## config.mk

```make
export PLATFORM = sky130hd
export DESIGN_NAME = uart_i2c_usb_spi_wb_bridge
export DESIGN_NICKNAME = d
export VERILOG_FILES = /design/src/rtl/uart_i2c_usb_spi_pkg.sv /design/src/rtl/uart_i2c_usb_spi_wb_bridge.sv
export SDC_FILE = /design/constraint.sdc
export NUM_CORES = 1
export LEC_CHECK = 0
export CAP_MARGIN = 5
export CORE_MARGIN = 2
export CORE_UTILIZATION = 43
export CTS_CLUSTER_DIAMETER = 100
export DETAILED_ROUTE_END_ITERATION = 10
export PLACE_DENSITY = 0.78
export RECOVER_POWER = 50
export SETUP_SLACK_MARGIN = 0.02
export SLEW_MARGIN = 20
export SYNTH_ARGS = -nofsm -noshare
export SYNTH_HDL_FRONTEND = slang
export SYNTH_SLANG_ARGS = --single-unit
```

## constraint.sdc

```tcl
create_clock -name app_clk -period 1.69 [get_ports app_clk]
set_input_delay 0.338 -clock app_clk [delete_from_list [all_inputs] [get_ports app_clk]]
set_output_delay 0.338 -clock app_clk [all_outputs]
set_load 0.01 [all_outputs]
```

## src/rtl/uart_i2c_usb_spi_pkg.sv

```systemverilog
// Shared definitions for the UART/I2C/USB/SPI peripheral cluster and its Wishbone bridge.
// Peripheral selects are carried on byte-address bits [8:6].
package uart_i2c_usb_spi_pkg;

    localparam logic [2:0] SEL_UART0 = 3'd0;
    localparam logic [2:0] SEL_I2C   = 3'd1;
    localparam logic [2:0] SEL_USB   = 3'd2;
    localparam logic [2:0] SEL_SPI   = 3'd3;
    localparam logic [2:0] SEL_UART1 = 3'd4;

    // Writing this word with the top byte lane enabled clears the sticky error flag.
    localparam logic [31:0] ERR_CLEAR_KEY = 32'hC1EA_0000;

    typedef enum logic [1:0] {
        ST_IDLE = 2'd0,
        ST_REQ  = 2'd1,
        ST_DONE = 2'd2,
        ST_ERR  = 2'd3
    } bridge_state_t;

    function automatic logic sel_is_mapped(input logic [2:0] sel);
        return (sel == SEL_UART0) || (sel == SEL_I2C) || (sel == SEL_USB) ||
               (sel == SEL_SPI) || (sel == SEL_UART1);
    endfunction

endpackage

```

## src/rtl/uart_i2c_usb_spi_wb_bridge.sv

```systemverilog
// Wishbone classic slave that forwards one access at a time onto the cluster reg_* bus,
// with unmapped-select rejection and a saturating timeout for hung peripherals.
module uart_i2c_usb_spi_wb_bridge
    import uart_i2c_usb_spi_pkg::*;
#(
    parameter int TMO_W   = 8,
    parameter int TMO_CYC = 200
) (
    input  logic        app_clk,
    input  logic        app_rst,
    input  logic        wbs_cyc_i,
    input  logic        wbs_stb_i,
    input  logic        wbs_we_i,
    input  logic [8:0]  wbs_adr_i,
    input  logic [31:0] wbs_dat_i,
    input  logic [3:0]  wbs_sel_i,
    output logic [31:0] wbs_dat_o,
    output logic        wbs_ack_o,
    output logic        wbs_err_o,
    output logic        reg_cs,
    output logic        reg_wr,
    output logic [8:0]  reg_addr,
    output logic [31:0] reg_wdata,
    output logic [3:0]  reg_be,
    input  logic [31:0] reg_rdata,
    input  logic        reg_ack,
    output logic        err_flag_o,
    output logic [8:0]  err_addr_o
);

    bridge_state_t    state;
    bridge_state_t    state_next;
    logic [TMO_W-1:0] tmo_cnt;

    logic       strobe;
    logic       tmo_hit;
    logic       cs_d;
    logic       ack_d;
    logic       err_d;
    logic       accept;
    logic       capture;
    logic       clear_req;
    logic [8:0] err_addr_d;

    assign strobe  = wbs_cyc_i & wbs_stb_i;
    assign tmo_hit = (tmo_cnt == TMO_W'(TMO_CYC - 1));

    always_ff @(posedge app_clk) begin
        if (app_rst) begin
            state <= ST_IDLE;
        end else begin
            state <= state_next;
        end
    end

    // A peripheral ack beats the timeout, which beats a master abort.
    always_comb begin
        state_next = state;
        case (state)
            ST_IDLE: begin
                if (strobe) begin
                    state_next = sel_is_mapped(wbs_adr_i[8:6]) ? ST_REQ : ST_ERR;
                end
            end
            ST_REQ: begin
                if (reg_ack) begin
                    state_next = ST_DONE;
                end else if (tmo_hit) begin
                    state_next = ST_ERR;
                end else if (!wbs_cyc_i) begin
                    state_next = ST_IDLE;
                end
            end
            ST_DONE: state_next = ST_IDLE;
            ST_ERR:  state_next = ST_IDLE;
            default: state_next = ST_IDLE;
        endcase
    end

    // Outputs are registered from the next state so every port comes straight off a flop.
    always_comb begin
        cs_d       = (state_next == ST_REQ);
        ack_d      = (state_next == ST_DONE);
        err_d      = (state_next == ST_ERR);
        accept     = (state == ST_IDLE) && strobe;
        capture    = (state == ST_REQ) && reg_ack && !reg_wr;
        clear_req  = accept && wbs_we_i && wbs_sel_i[3] && (wbs_dat_i == ERR_CLEAR_KEY);
        err_addr_d = (state == ST_IDLE) ? wbs_adr_i : reg_addr;
    end

    always_ff @(posedge app_clk) begin
        if (app_rst) begin
            reg_cs     <= 1'b0;
            reg_wr     <= 1'b0;
            reg_addr   <= '0;
            reg_wdata  <= '0;
            reg_be     <= '0;
            wbs_ack_o  <= 1'b0;
            wbs_err_o  <= 1'b0;
            wbs_dat_o  <= '0;
            err_flag_o <= 1'b0;
            err_addr_o <= '0;
        end else begin
            reg_cs    <= cs_d;
            wbs_ack_o <= ack_d;
            wbs_err_o <= err_d;
            if (accept) begin
                reg_wr    <= wbs_we_i;
                reg_addr  <= wbs_adr_i;
                reg_wdata <= wbs_dat_i;
                reg_be    <= wbs_sel_i;
            end
            if (err_d) begin
                wbs_dat_o <= '0;
            end else if (capture) begin
                wbs_dat_o <= reg_rdata;
            end
            // Setting the flag takes priority over a simultaneous clear.
            if (err_d) begin
                err_flag_o <= 1'b1;
                err_addr_o <= err_addr_d;
            end else if (clear_req) begin
                err_flag_o <= 1'b0;
            end
        end
    end

    always_ff @(posedge app_clk) begin
        if (app_rst) begin
            tmo_cnt <= '0;
        end else if ((state != ST_REQ) && (state_next == ST_REQ)) begin
            tmo_cnt <= '0;
        end else if ((state == ST_REQ) && (tmo_cnt != '1)) begin
            tmo_cnt <= tmo_cnt + TMO_W'(1);
        end
    end

endmodule

```

==> qor.tcl <==
set qor(fillerInstances) 723
set qor(fin_crit_sh) 0.960
set qor(tritoncts) {yes}
set qor(crit_path_max_incr_delay_ns) 0.56
set qor(die_h_um) 102
set qor(synth_cell_types) 49
set qor(groute.layer.met3.usage) 0.0918
set qor(synth.cell_area_um2) 4110
set qor(r2r_setup_slack_ns) 0.11
set qor(io_buffers) 173
set qor(post-cts-setup-buffers) 0
set qor(yosys_register_bits) 101
set qor(p_int_mw) 3.92
set qor(htreeDepth) 3
set qor(power.share.switching) 0.234
set qor(largest_net_degree_at_the_start_of_global_routing) 47
set qor(slowest_stage) {sky130_fd_sc_hd__clkdlybuf4s50_1}
set qor(clock_power_share) 0.359
set qor(gr-usage-met2) 0.346
set qor(met1_usage) 0.262
set qor(finalCriticalPeriod_ns) 1.62
set qor(ys_warn_count) 0
set qor(detailed_route_iter0_violations) 86
set qor(grt_most_used_layer) {met2}
set qor(layout-area-overhead-vs-synth_pct) 54.9
set qor(setup_viol) 0
set qor(power_switching_mw) 1.20
set qor(critical_path.top_delay_family) {buffers and inverters}
set qor(antenna-diode-count) 0
set qor(most-common-layout-cells) {sky130_fd_sc_hd__nand2_1, sky130_fd_sc_hd__clkdlybuf4s50_1, sky130_fd_sc_hd__dfxtp_1, sky130_fd_sc_hd__a21oi_1, sky130_fd_sc_hd__a21oi_2}
set qor(gate_count_of_the_mapped_netlist) 476
set qor(global_route_wire_length_before_repair_mm) 17.8
set qor(grt_remaining_overflow) 0
set qor(synth.net_count) 560
set qor(skew_ns) 0.00837
set qor(clk_transition_reported_paths_ns) 0.10
set qor(worstPathCellList) {clkdlybuf4s50_1}
set qor(crit_path_start_kind) {flop}
set qor(combPwrFrac) 0.149
set qor(num-nets-final) 745
set qor(timing_worst_setup_path_type) {flop to output port}
set qor(worst-endpoint-arrival_ns) 1.28
set qor(syn-mean-instance-area_um2) 8.63
set qor(design.core.area_um2) 9240
set qor(number_of_antenna_violations_at_the_first_check_in_global_routing) 0
set qor(number_of_global_route_vias_before_repair) 3874
set qor(setup_tns_final_ns) 0
set qor(clkLatencyLatePin_ns) 0.36
set qor(smallest_setup_slack_after_layout_ns) 0.0683
set qor(final_layout_size_suffix_gt1_frac) 0.161
set qor(design.portCount) 174
set qor(globalRouteTotalUtil) 0.216
set qor(crit_buf_inv) 1
set qor(placement.cell_area_um2) 6080
set qor(wl_mm) 11.6
set qor(route.vias.total) 3965
set qor(place_congestion) 0.822
set qor(p_per_area_nw_per_um2) 804
set qor(count_of_flip_flops_with_a_built_in_enable_after_synthesis) 0
set qor(worst_slew_pin_slew_ns) 0.520
set qor(tritoncts.num_buffers) 9
set qor(final_design_area_no_fill_um2) 6360
set qor(dpl.hpwl_mm) 8.41
set qor(die_x_um) 102
set qor(cts.root.buffer_cell) {sky130_fd_sc_hd__clkbuf_8}
set qor(drt_drc) 0
set qor(result_of_the_run) {completed}
set qor(synth_seq_area_share) 0.492
set qor(row_count) 35
set qor(hold_viol) 0
set qor(worstPathMaxFanout) 2
set qor(asyncSetResetFlopFracSynth) 0
set qor(rsz0062_at_grt) {yes}
set qor(post_drt_via_cell_ratio) 4.99
set qor(clock.fmax_ghz) 0.617
set qor(clock_tree.buffer_depth) 2
set qor(cellLeakagePower_nw) 2.20
set qor(floorplan.initialDensity) 0.445
set qor(detail_route.wl_per_cell_um) 14.5
set qor(finalCoreUtilization) 0.689
set qor(dominantRegCellSynth) {sky130_fd_sc_hd__dfxtp_1}
set qor(drt_pre_antenna_iters) 4
set qor(max_cap_violations) 0
set qor(timing.critical_path.to_type) {output port}
set qor(type_of_the_most_critical_hold_path) {flop to flop}
set qor(worstPathRequired_ns) 1.35
set qor(share_seq_of_total_power) 0.491
set qor(ant_nets) 0
set qor(clock_sinks) 101
set qor(ctsHoldBuffers) 0
set qor(report.final.slew_viol_count) 0
set qor(relSlewSlack) 0.653
set qor(detailedPlace.worstSlack_ns) -0.335
set qor(power.ir.vdd_worst_mv) 0.558
set qor(die_area_um2) 10400
==> state kept, by name, indices dropped and copies added (netlist names) <==
signal	cells
reg_cs	1
wbs_ack_o	1
reg_wdata	32
err_addr_o	9
wbs_err_o	1
reg_be	4
reg_addr	9
err_flag_o	1
reg_wr	1
state	2
wbs_dat_o	32
tmo_cnt	8
==> routing by layer <==
layer | wire length [um] | part of all wire
met3 | 1130 | 0.097
met1 | 4930 | 0.43
met2 | 5340 | 0.46
met5 | 0 | 0
met4 | 162 | 0.014
==> worst paths after layout <==
| kind | startpoint | end | cells after the start |
|---|---|---|---|
| max | err_addr_o[7]$_SDFFE_PP0P_ | err_addr_o[7] | 1 |
| min | reg_wdata[29]$_SDFFE_PP0P_ | reg_wdata[29]$_SDFFE_PP0P_ | 2 |
| max reg2reg | tmo_cnt[1]$_SDFFE_PP0P_ | wbs_dat_o[31]$_SDFFE_PP0P_ | 6 |
| min reg2reg | reg_wdata[29]$_SDFFE_PP0P_ | reg_wdata[29]$_SDFFE_PP0P_ | 2 |
==> power by group through the flow <==
stage	Clock, mW	Sequential (mW)	Combinational [mW]
floorplan	0	2.60	0.275
global placement	0	2.56	0.747
detailed placement	0	2.57	0.755
CTS	1.87	2.51	0.760
global route	1.96	2.52	0.825
finish	1.84	2.51	0.765
==> cell usage after synthesis, drive strengths merged, types with 2 or more instances <==
library cell    n  area (um^2)
a211oi          2         15.0
a21oi          84          533
a311oi         10          144
and3            2         13.8
buf            18          158
clkbuf         15         56.3
dfxtp         101         2020
nand2         168          631
nand3b          3         22.5
nand4           4         40.0
nor2           12         45.0
nor3           10         50.1
nor3b           3         27.5
nor4            4         40.0
nor4bb          4         40.0
o21ai          12         60.1
or3             2         17.5
xnor2           2         17.5
xor2            2         17.5
==> logic make-up after synthesis <==
kind of cell / Yosys count / synth area share
AOI/OAI and AO/OA: 115 / 0.198
xor gates and xnor gates: 4 / 0.00853
adders and majority gates: 1 / 0.00304
buffers and inverters: 33 / 0.0521
DFF: 101 / 0.492
muxes: 1 / 0.00244
and+or+nand+nor: 221 / 0.244
==> timing repair <==
item,4_1_cts,5_1_grt
gates resized for setup,3,12
setup endpoints to repair,43,46
hold endpoints to repair,0,0
gates cloned,0,1
==> per-stage QoR <==
| step | hold WS [ns] | std cells | total power [mW] |
|---|---|---|---|
| 3_3_place_gp | 0.441 | 778 | 3.31 |
| 5_1_grt | 0.480 | 795 | 5.30 |
| 3_5_place_dp | 0.446 | 778 | 3.32 |
| 4_1_cts | 0.459 | 794 | 5.14 |
| 6_report | 0.457 | 795 | 5.12 |
| 2_1_floorplan | 0.473 | 476 | 2.87 |
==> cell type report <==
class	count	area, um^2	share of cell area
clock buffer	10	138	0.0216
clock inverter	6	109	0.0171
multi-input combinational	342	1910	0.300
sequential	101	2030	0.319
tap	129	161	0.0254
timing repair buffer	207	2020	0.318
Note: power is estimated with default switching activity, not from simulation.
